$ cat config.mk
export PLATFORM = sky130hd
export DESIGN_NAME = mux_arbiter
export DESIGN_NICKNAME = d
export VERILOG_FILES = /design/src/rtl/switch_pkg.sv /design/src/rtl/rr_pick.sv /design/src/rtl/mux_arbiter.sv
export SDC_FILE = /design/constraint.sdc
export NUM_CORES = 1
export LEC_CHECK = 0
export ABC_CLOCK_PERIOD_IN_PS = 28300
export CAP_MARGIN = 20
export CELL_PAD_IN_SITES_DETAIL_PLACEMENT = 1
export CELL_PAD_IN_SITES_GLOBAL_PLACEMENT = 1
export CORE_MARGIN = 8
export CORE_UTILIZATION = 25
export CTS_BUF_LIST = sky130_fd_sc_hd__clkbuf_16
export DETAILED_ROUTE_END_ITERATION = 7
export PLACE_DENSITY = 0.65
export RECOVER_POWER = 50
export SETUP_SLACK_MARGIN = 0.4
export SLEW_MARGIN = 20
export SYNTH_ARGS = -nofsm -noshare
export SYNTH_HDL_FRONTEND = slang
export SYNTH_SLANG_ARGS = --single-unit
$ cat constraint.sdc
create_clock -name clk -period 28.3 [get_ports clk]
set_input_delay 7.075 -clock clk [delete_from_list [all_inputs] [get_ports clk]]
set_output_delay 7.075 -clock clk [all_outputs]
set_load 0.005 [all_outputs]
$ cat src/rtl/switch_pkg.sv
// Shared definitions for the 7-port switch: port numbering, priority width
// and the port-index type used by the arbiter and its round-robin picker.
package switch_pkg;

  localparam int NUM_PORTS      = 7;
  localparam int PRIORITY_WIDTH = 8;

  typedef logic [2:0] port_idx_t;

  localparam port_idx_t PORT_LOCAL = 3'd0;
  localparam port_idx_t PORT_YNEG  = 3'd1;
  localparam port_idx_t PORT_YPOS  = 3'd2;
  localparam port_idx_t PORT_XPOS  = 3'd3;
  localparam port_idx_t PORT_XNEG  = 3'd4;
  localparam port_idx_t PORT_ZPOS  = 3'd5;
  localparam port_idx_t PORT_ZNEG  = 3'd6;

  // Round-robin successor of a port; the last port wraps back to local.
  function automatic port_idx_t next_port(input port_idx_t p);
    if (p == PORT_ZNEG) begin
      return PORT_LOCAL;
    end else begin
      return p + 3'd1;
    end
  endfunction

endpackage

$ cat src/rtl/rr_pick.sv
// Combinational round-robin picker: first set bit of cand found scanning
// from rr_ptr upward, modulo NumPorts.
module rr_pick
  import switch_pkg::*;
#(
  parameter int NumPorts = NUM_PORTS
) (
  input  logic [NumPorts-1:0] cand,
  input  port_idx_t           rr_ptr,
  output logic [NumPorts-1:0] pick,
  output port_idx_t           pick_idx,
  output logic                found
);

  // Scan candidates in pointer order and keep the first hit.
  always_comb begin
    port_idx_t pos;
    pick     = '0;
    pick_idx = 3'd0;
    found    = 1'b0;
    pos      = 3'd0;
    for (int k = 0; k < NumPorts; k++) begin
      pos = port_idx_t'((int'(rr_ptr) + k) % NumPorts);
      if (!found && cand[pos]) begin
        found     = 1'b1;
        pick[pos] = 1'b1;
        pick_idx  = pos;
      end else begin
        found = found;
      end
    end
  end

endmodule

$ cat src/rtl/mux_arbiter.sv
// Switch input arbiter: highest-priority request wins, ties go round-robin,
// and per-port age counters force service of starved inputs.
module mux_arbiter
  import switch_pkg::*;
#(
  parameter int NumPorts      = NUM_PORTS,
  parameter int PriorityWidth = PRIORITY_WIDTH,
  parameter int AgeWidth      = 4,
  parameter int AgeLimit      = 15
) (
  input  logic                              clk,
  input  logic                              rst,
  input  logic [NumPorts-1:0]               req,
  input  logic [NumPorts*PriorityWidth-1:0] prio,
  input  logic                              out_stall,
  output logic [NumPorts-1:0]               grant,
  output logic [2:0]                        grant_index,
  output logic                              grant_valid,
  output logic [NumPorts-1:0]               starved
);

  localparam logic [AgeWidth-1:0] AgeMax = AgeWidth'(AgeLimit);

  port_idx_t                          rr_ptr_q, rr_ptr_d;
  logic [NumPorts-1:0][AgeWidth-1:0]  age_q, age_d;

  logic [PriorityWidth-1:0] max_prio_s;
  logic [NumPorts-1:0]      starved_s;
  logic [NumPorts-1:0]      cand_prio_s;
  logic [NumPorts-1:0]      cand_mask_s;
  logic [NumPorts-1:0]      pick_s;
  port_idx_t                pick_idx_s;
  logic                     pick_found_s;

  // Build the candidate mask: starved requesters override priority.
  always_comb begin
    max_prio_s = '0;
    for (int i = 0; i < NumPorts; i++) begin
      if (req[i] && (prio[i*PriorityWidth +: PriorityWidth] > max_prio_s)) begin
        max_prio_s = prio[i*PriorityWidth +: PriorityWidth];
      end else begin
        max_prio_s = max_prio_s;
      end
    end
    for (int i = 0; i < NumPorts; i++) begin
      starved_s[i]   = (age_q[i] == AgeMax);
      cand_prio_s[i] = req[i] && (prio[i*PriorityWidth +: PriorityWidth] == max_prio_s);
    end
    if (rst || out_stall) begin
      cand_mask_s = '0;
    end else if (|(req & starved_s)) begin
      cand_mask_s = req & starved_s;
    end else begin
      cand_mask_s = cand_prio_s;
    end
  end

  rr_pick #(
    .NumPorts (NumPorts)
  ) u_rr_pick (
    .cand     (cand_mask_s),
    .rr_ptr   (rr_ptr_q),
    .pick     (pick_s),
    .pick_idx (pick_idx_s),
    .found    (pick_found_s)
  );

  // Drive the grant outputs; starved is masked while in reset.
  always_comb begin
    grant       = pick_s;
    grant_valid = pick_found_s;
    if (pick_found_s) begin
      grant_index = pick_idx_s;
    end else begin
      grant_index = 3'd0;
    end
    if (rst) begin
      starved = '0;
    end else begin
      starved = starved_s;
    end
  end

  // Next pointer and ages; a stall freezes ages of ports still requesting.
  always_comb begin
    if (pick_found_s) begin
      rr_ptr_d = next_port(pick_idx_s);
    end else begin
      rr_ptr_d = rr_ptr_q;
    end
    for (int j = 0; j < NumPorts; j++) begin
      if (!req[j]) begin
        age_d[j] = '0;
      end else if (out_stall) begin
        age_d[j] = age_q[j];
      end else if (pick_s[j]) begin
        age_d[j] = '0;
      end else if (age_q[j] == AgeMax) begin
        age_d[j] = AgeMax;
      end else begin
        age_d[j] = age_q[j] + 1'b1;
      end
    end
  end

  // State registers with synchronous reset.
  always_ff @(posedge clk) begin
    if (rst) begin
      rr_ptr_q <= 3'd0;
      age_q    <= '0;
    end else begin
      rr_ptr_q <= rr_ptr_d;
      age_q    <= age_d;
    end
  end

endmodule

Word-level counts from Yosys, hierarchy flattened
Cells that the tools add are included.
Storage, ports and cells
  memory bits (writable): 0
  memories: 0
  input port bits: 66
  register bits after elaboration: 31
  bits in latches: 0
  bits in read-only memories: 0
  word-level logic and storage cells: 196
Operators by class
  bitwise logic cells: 14
  divide/modulo/power cells: 7
  $add $sub $neg: 14
  shift operators: 0
  multiplexer cells: 75
  reductions and logical operators: 42
  $mul: 0
  magnitude comparators: 21
  equal/unequal tests: 15
Operator list (number)
  32-bit by 4-bit remainder unit with 32-bit output, second input constant: 6
  7-bit 2-to-1 mux: 10
  8-bit equality test: 7
  4-bit 2-to-1 mux: 14
  8-bit 2-to-1 mux: 7
  8-bit > comparator: 6
  7-bit bitwise OR: 6
  4-bit by 4-bit remainder unit with 32-bit output, second input constant: 1
  4-bit by 1-bit adder with 4-bit output, second input constant: 7
  4-bit equality test, second input constant: 7
  3-bit by 4-bit less-than comparator with 1-bit output, second input constant: 7
  1-bit logical AND: 27
  3-bit 2-to-1 mux: 9
  1-bit binary-select mux with 3-bit select: 7
  1-bit demux with 3-bit select: 7
  3-bit by 1-bit >= comparator with 1-bit output, second input constant: 7
  1-bit 2-to-1 mux: 21
  2-bit OR reduction: 7
  3-bit by 3-bit adder with 4-bit output, second input constant: 3
  3-bit by 2-bit adder with 4-bit output, second input constant: 2
  8-bit by 1-bit > comparator with 1-bit output, second input constant: 1
  7-bit bitwise AND: 1
  1-bit inverter: 7
  7-bit OR reduction: 1
  5 further kinds: 10

Depth between registers and ports, before layout
Gate-level depths: netlist of the first run.
  depth after elaboration: 48
  depth in mapped cells: 84

Hierarchy
From an unflattened synthesis of the first run, not the netlist that was laid out.
Unflattened totals
  cell total of the unflattened synthesis: 1155
  area, all modules: 8244.2 um^2
Modules (own cells, without submodules)
  mux_arbiter: instances 1, cells each 785, area an instance 5617.9 um^2
  rr_pick: instances 1, cells each 370, area an instance 2626.3 um^2

Least setup slack after synthesis of the first run
Ideal clock, no wire load.
  path kind: in2out
  from: input port req[0]
  to: output port grant[2]
  path buffers: 7
  path slack: 0.440 ns
  stages: 73
  arrival time: 20.785 ns
  cell sequence: clkbuf_1 > nand2_1 > ha_1 > nand2_1 > o21a_1 > a31o_1 > nor2_2 > clkbuf_1 > nand2_1 > o21ai_0 > inv_1 > ha_1 > nand3_1 > nor2_1 > o211ai_1 > o311a_1 > nor2_4 > buf_2 > (+37 left out) > a21oi_1 > o21ai_0 > o211a_1 > clkbuf_1 > nor2_1 > a21oi_1 > o22ai_1 > or4_1 > a2111oi_0 > o311ai_1 > o21ai_2 > mux2i_2 > a221oi_4 > a2bb2oi_1 > nand2_1 > nor3_1 > or4_4 > or2_2
Between the ends
  word-level cells in the longest chain between the ends: 45
  elaborated cells on any way between the ends: 83
  classes of those cells: 6 x order compare; 7 x eq/ne; 36 x mux; 7 x bitwise; 27 x reduce/logical
RTL lines
  start: declaration: line mux_arbiter.sv:13  | input logic [NumPorts-1:0] req,
  1-bit logical AND: line mux_arbiter.sv:39  | if (req[i] && (prio[i*PriorityWidth +: PriorityWidth] > max_prio_s)) begin
  8-bit 2-to-1 mux: line mux_arbiter.sv:39
  8-bit > comparator: line mux_arbiter.sv:39
  1-bit logical AND: line mux_arbiter.sv:39
  8-bit 2-to-1 mux: line mux_arbiter.sv:39
  8-bit > comparator: line mux_arbiter.sv:39
  1-bit logical AND: line mux_arbiter.sv:39
  8-bit 2-to-1 mux: line mux_arbiter.sv:39
  (+29 left out)
  1-bit logical AND: line rr_pick.sv:24  | if (!found && cand[pos]) begin
  1-bit 2-to-1 mux: line rr_pick.sv:24
  1-bit logical NOT: line rr_pick.sv:24
  1-bit logical AND: line rr_pick.sv:24
  1-bit 2-to-1 mux: line rr_pick.sv:24
  1-bit logical NOT: line rr_pick.sv:24
  1-bit logical AND: line rr_pick.sv:24
  7-bit 2-to-1 mux *: line rr_pick.sv:24
  end: declaration: line mux_arbiter.sv:16  | output logic [NumPorts-1:0] grant,
Every way passes the cells marked *; elsewhere a longest branch is shown, timed or not. The select of a mux whose other input is x is not followed.

Worst setup path after layout of the first run
  from: input port prio[10]
  to: output port grant[2]
Between the ends
  word-level cells in the longest chain between the ends: 43
  elaborated cells on any way between the ends: 79
  classes of those cells: 6 x order compare; 7 x eq/ne; 35 x mux; 6 x bitwise; 25 x reduce/logical
RTL lines
  start: declaration: line mux_arbiter.sv:14  | input logic [NumPorts*PriorityWidth-1:0] prio,
  8-bit > comparator: line mux_arbiter.sv:39
  1-bit logical AND: line mux_arbiter.sv:39
  8-bit 2-to-1 mux: line mux_arbiter.sv:39
  8-bit > comparator: line mux_arbiter.sv:39
  1-bit logical AND: line mux_arbiter.sv:39
  8-bit 2-to-1 mux: line mux_arbiter.sv:39
  8-bit > comparator: line mux_arbiter.sv:39
  1-bit logical AND: line mux_arbiter.sv:39
  (+27 left out)
  1-bit logical AND: line rr_pick.sv:24
  1-bit 2-to-1 mux: line rr_pick.sv:24
  1-bit logical NOT: line rr_pick.sv:24
  1-bit logical AND: line rr_pick.sv:24
  1-bit 2-to-1 mux: line rr_pick.sv:24
  1-bit logical NOT: line rr_pick.sv:24
  1-bit logical AND: line rr_pick.sv:24
  7-bit 2-to-1 mux *: line rr_pick.sv:24
Marks and branches as above.

==> summary.txt, run 1 <==
Drt
  • Initial drt markers: 914
  • First-pass DRT Iterations: 5
  • DRT Wirelength: between 40000 and 50000 um
  • Post-route ant nets: 0
  • WL/cell: between 20 and 25 um
  • Drt drc: 0
  • Vias per cell: just under 6
  • Via Count: roughly 11000

Worst setup path
  • Kind of critical path: primary input to output port
  • R2r endpoint: age_q[10]$_SDFFE_PP0N_
  • CP Max Fanout: 8
  • Worst EP arrival: just over 20 ns
  • Crit path from: prio[10]
  • CP peak stage delay: approximately 0.53 ns
  • CP bufs+invs: 13
  • FF-to-FF path depth: 25
  • CP Data Required Time: 21.22 ns
  • Critical R2R Launch: rr_ptr_q[1]$_SDFFE_PP0P_
  • Reg-to-reg slack, setup: roughly 22 ns
  • Top Family by Delay on Critical Path: compound AO/OA/AOI/OAI gates
  • Critical Path Sink Type: output port
  • Worst setup SP type: primary input
  • Slowest cell on the critical path: clkdlybuf4s50_1
  • CP most frequent cell: buf_4

Timing
  • Hold slack: approximately 0.52 ns
  • Final Cycle Share: around 100%
  • Slew Limit Fails: 0
  • RSZ-0062 raised after global routing: no
  • Worst slew margin: about a tenth
  • Final hold vios: 0
  • TNS Setup: 0 ns
  • Clock skew: ~0.0031 ns
  • Final setup viols: 0
  • Min cycle time layout: about 28 ns
  • Worst-Margin Slew: between 1 and 1.5 ns
  • Worst setup margin: 0.461 ns
  • Max Fclk: ~36 MHz

Place
  • Detail Placement HPWL: between 30000 and 40000 um
  • Placed cell count: ~1800
  • Dpl ws: -0.559 ns
  • Post-DP Area: 10400 sq um
  • Buffers on Ports: between 80 and 90
  • Gpl congestion: about 0.96

Floorplan
  • Vert. Die Dim: 199 um
  • Core Area: 33200 sq um
  • Ports: 84
  • Cell row count: 67
  • Die W: approximately 200 um
  • Starting Density: between 20% and 30%
  • Die area: just under 40000 sq um

Final layout
  • Final #Nets: around 1500
  • Ratio of cells with drive above 1 in the final layout: between 20% and 30%
  • Final Util: about a third
  • Final Cell Area: between 10000 and 15000 sq um
  • Area delta synth->final: 37.3%
  • Non-filler cells, final: about 1800
  • # diodes: 0
  • Fillers: just over 4000

CTS
  • H-tree levels: 2
  • CTS tree: yes
  • Reg clk slew, reported paths: 0.05 ns
  • CTS root buf: clkbuf_16
  • TritonCTS Buffers: 5
  • Clock sinks: 31
  • Clk_lat worst skew: 0.28 ns
  • Max Root-Sink Buffers: 2

Synthesis
  • Synthesis-stage register bit count: 31
  • Post-synthesis cell type count: 111
  • Mapped Area: between 8000 and 9000 sq um
  • Asr flop ratio synth: 0%
  • Share of the synthesized area in the top cell type: roughly a tenth
  • Synth warn: 0
  • Post-synth top flop: dfxtp_1
  • Cell count after synthesis: 1174
  • EDFF count, synth: 0
  • Post-synthesis sequential area ratio: under 10%
  • Mean Syn Cell Area: 7.12 sq um
  • Top post-synthesis cells by area: ha_1 (10%), dfxtp_1 (7.4%), xnor2_1 (6.5%)
  • Leading area contributor after synthesis: ha_1
  • Syn Nets: roughly 1300

Hold path
  • Hold WC Path Type: flop to flop
  • Hold Crit Endpoint: age_q[13]$_SDFFE_PP0N_
  • Hold path depth: 2
  • Worst Hold Launch: age_q[13]$_SDFFE_PP0N_

Global routing
  • Total GRT Usage: 20.4%
  • Vias in the first global route: 10600
  • First-pass GRT wire length: approximately 63000 um
  • Grt ovf: 0
  • Largest net degree at the start of global routing: 29
  • Initial antenna violation count: 0

Job
  • Max_cap viols: 0

Power and ir drop
  • Final Power: approximately 1.1 mW
  • Leak pwr: roughly 4.6 nW
  • Power per cell area: between 90 and 100 nW/um^2
  • Maximum VDD drop: roughly 0.000047 V

Run status
  • Status: completed
-- synthesized netlist by cell type, drive strengths merged, types with 16 or more instances --
master,count
nor2,98
nand2,115
ha,70
nand3,43
clkbuf,44
o211ai,20
mux2i,19
o22ai,26
nor3,39
o21ai,51
inv,72
xor2,32
and2,16
dfxtp,31
a21oi,87
xnor2,62
nand4,35
nand2b,17
a31oi,20
nor2b,18
-- cells in the final DEF (no fill, tap or decap), types with 16 or more instances in the layout --
cell,n
a21oi_1,67
a21oi_2,18
a31oi_1,18
buf_4,156
clkdlybuf4s50_1,55
dfxtp_1,31
ha_1,63
inv_1,68
mux2i_1,16
nand2_1,110
nand2b_1,17
nand3_1,36
nand4_1,34
nor2_1,88
nor2b_1,18
nor3_1,36
o211ai_1,19
o21ai_0,26
o22ai_1,23
xnor2_1,62
xor2_1,32
-- area by class of cell --
type,instances,area [sq um],share of cell area [%]
multi-input cells,1015,7770,67.8
repair buffers,249,2080,18.1
flip-flops and latches,31,621,5.41
well taps,448,561,4.89
inverters,73,274,2.39
clock buffers,5,125,1.09
clock inverters,3,38.8,0.338
-- worst max-delay path by stage --
stage / endpoint / slack (ns) / depth (start not counted)
floorplan: grant[2] / 0.44 / 73
global placement: grant[2] / -0.19 / 70
detailed placement: grant[2] / -0.56 / 75
global route: grant[2] / 0.04 / 73
CTS: grant[2] / 0.42 / 68
finish: grant[2] / 0.46 / 72
-- cells by family (layout without fill, tap and decap cells) --
| kind of cell | count (synthesis) | in the layout | synth area share [%] |
|---|---|---|---|
| adders and majority gates | 71 | 71 | 10.6 |
| DFF | 31 | 31 | 7.43 |
| muxes | 28 | 28 | 3.85 |
| AOI/OAI and AO/OA | 380 | 380 | 35.0 |
| and+or+nand+nor | 441 | 442 | 27.2 |
| xor gates and xnor gates | 94 | 94 | 9.85 |
| buffers and inverters | 129 | 330 | 6.08 |
-- per-layer routing --
| metal | share of wire [%] | up-vias | track usage, % |
|---|---|---|---|
| met5 | 0 | - | 0 |
| met4 | 4.3 | 0 | 8.43 |
| met3 | 6.1 | 120 | 2.98 |
| met2 | 46 | 410 | 33.0 |
| met1 | 44 | 5147 | 26.8 |
| li1 | - | 4851 | - |
-- sequential cells by signal, indices dropped and copies added, names as in the netlist --
signal,cells
age_q,28
rr_ptr_q,3
-- tightest hold or removal path, delay by kind of cell (launching register included) --
kind               cells  cell delay (ns)
AOI/OAI and AO/OA      1             0.05
DFF                    1             0.34
and+or+nand+nor        1             0.08
-- report_power, final --
part / internal [mW] / leakage [nW] / switching, mW
sequential: 0.0487 / 0.251 / 0.00707
clock: 0.0410 / 0.0812 / 0.0204
combinational: 0.424 / 4.29 / 0.552
-- timing repair --
| item | CTS | global route |
|---|---|---|
| gates cloned | 1 | 1 |
| resized for setup | 38 | 136 |
| pin swaps | 10 | 50 |
| endpoints found under the setup margin | 11 | 11 |
| hold buffers | 0 | 0 |
| endpoints found under the hold margin | 0 | 0 |
| setup buffers | 9 | 36 |
Power figures use the tool's default switching activity.
==> inputs of run 2 (changes only) <==
--- a/config.mk
+++ b/config.mk
@@ -16,6 +16,7 @@
 export PLACE_DENSITY = 0.65
 export RECOVER_POWER = 50
 export SETUP_SLACK_MARGIN = 0.4
+export SKIP_LAST_GASP = 1
 export SLEW_MARGIN = 20
 export SYNTH_ARGS = -nofsm -noshare
 export SYNTH_HDL_FRONTEND = slang
==> results of run 2 <==
Same layout as run 1: the final DEF is identical, and so are final timing and power.
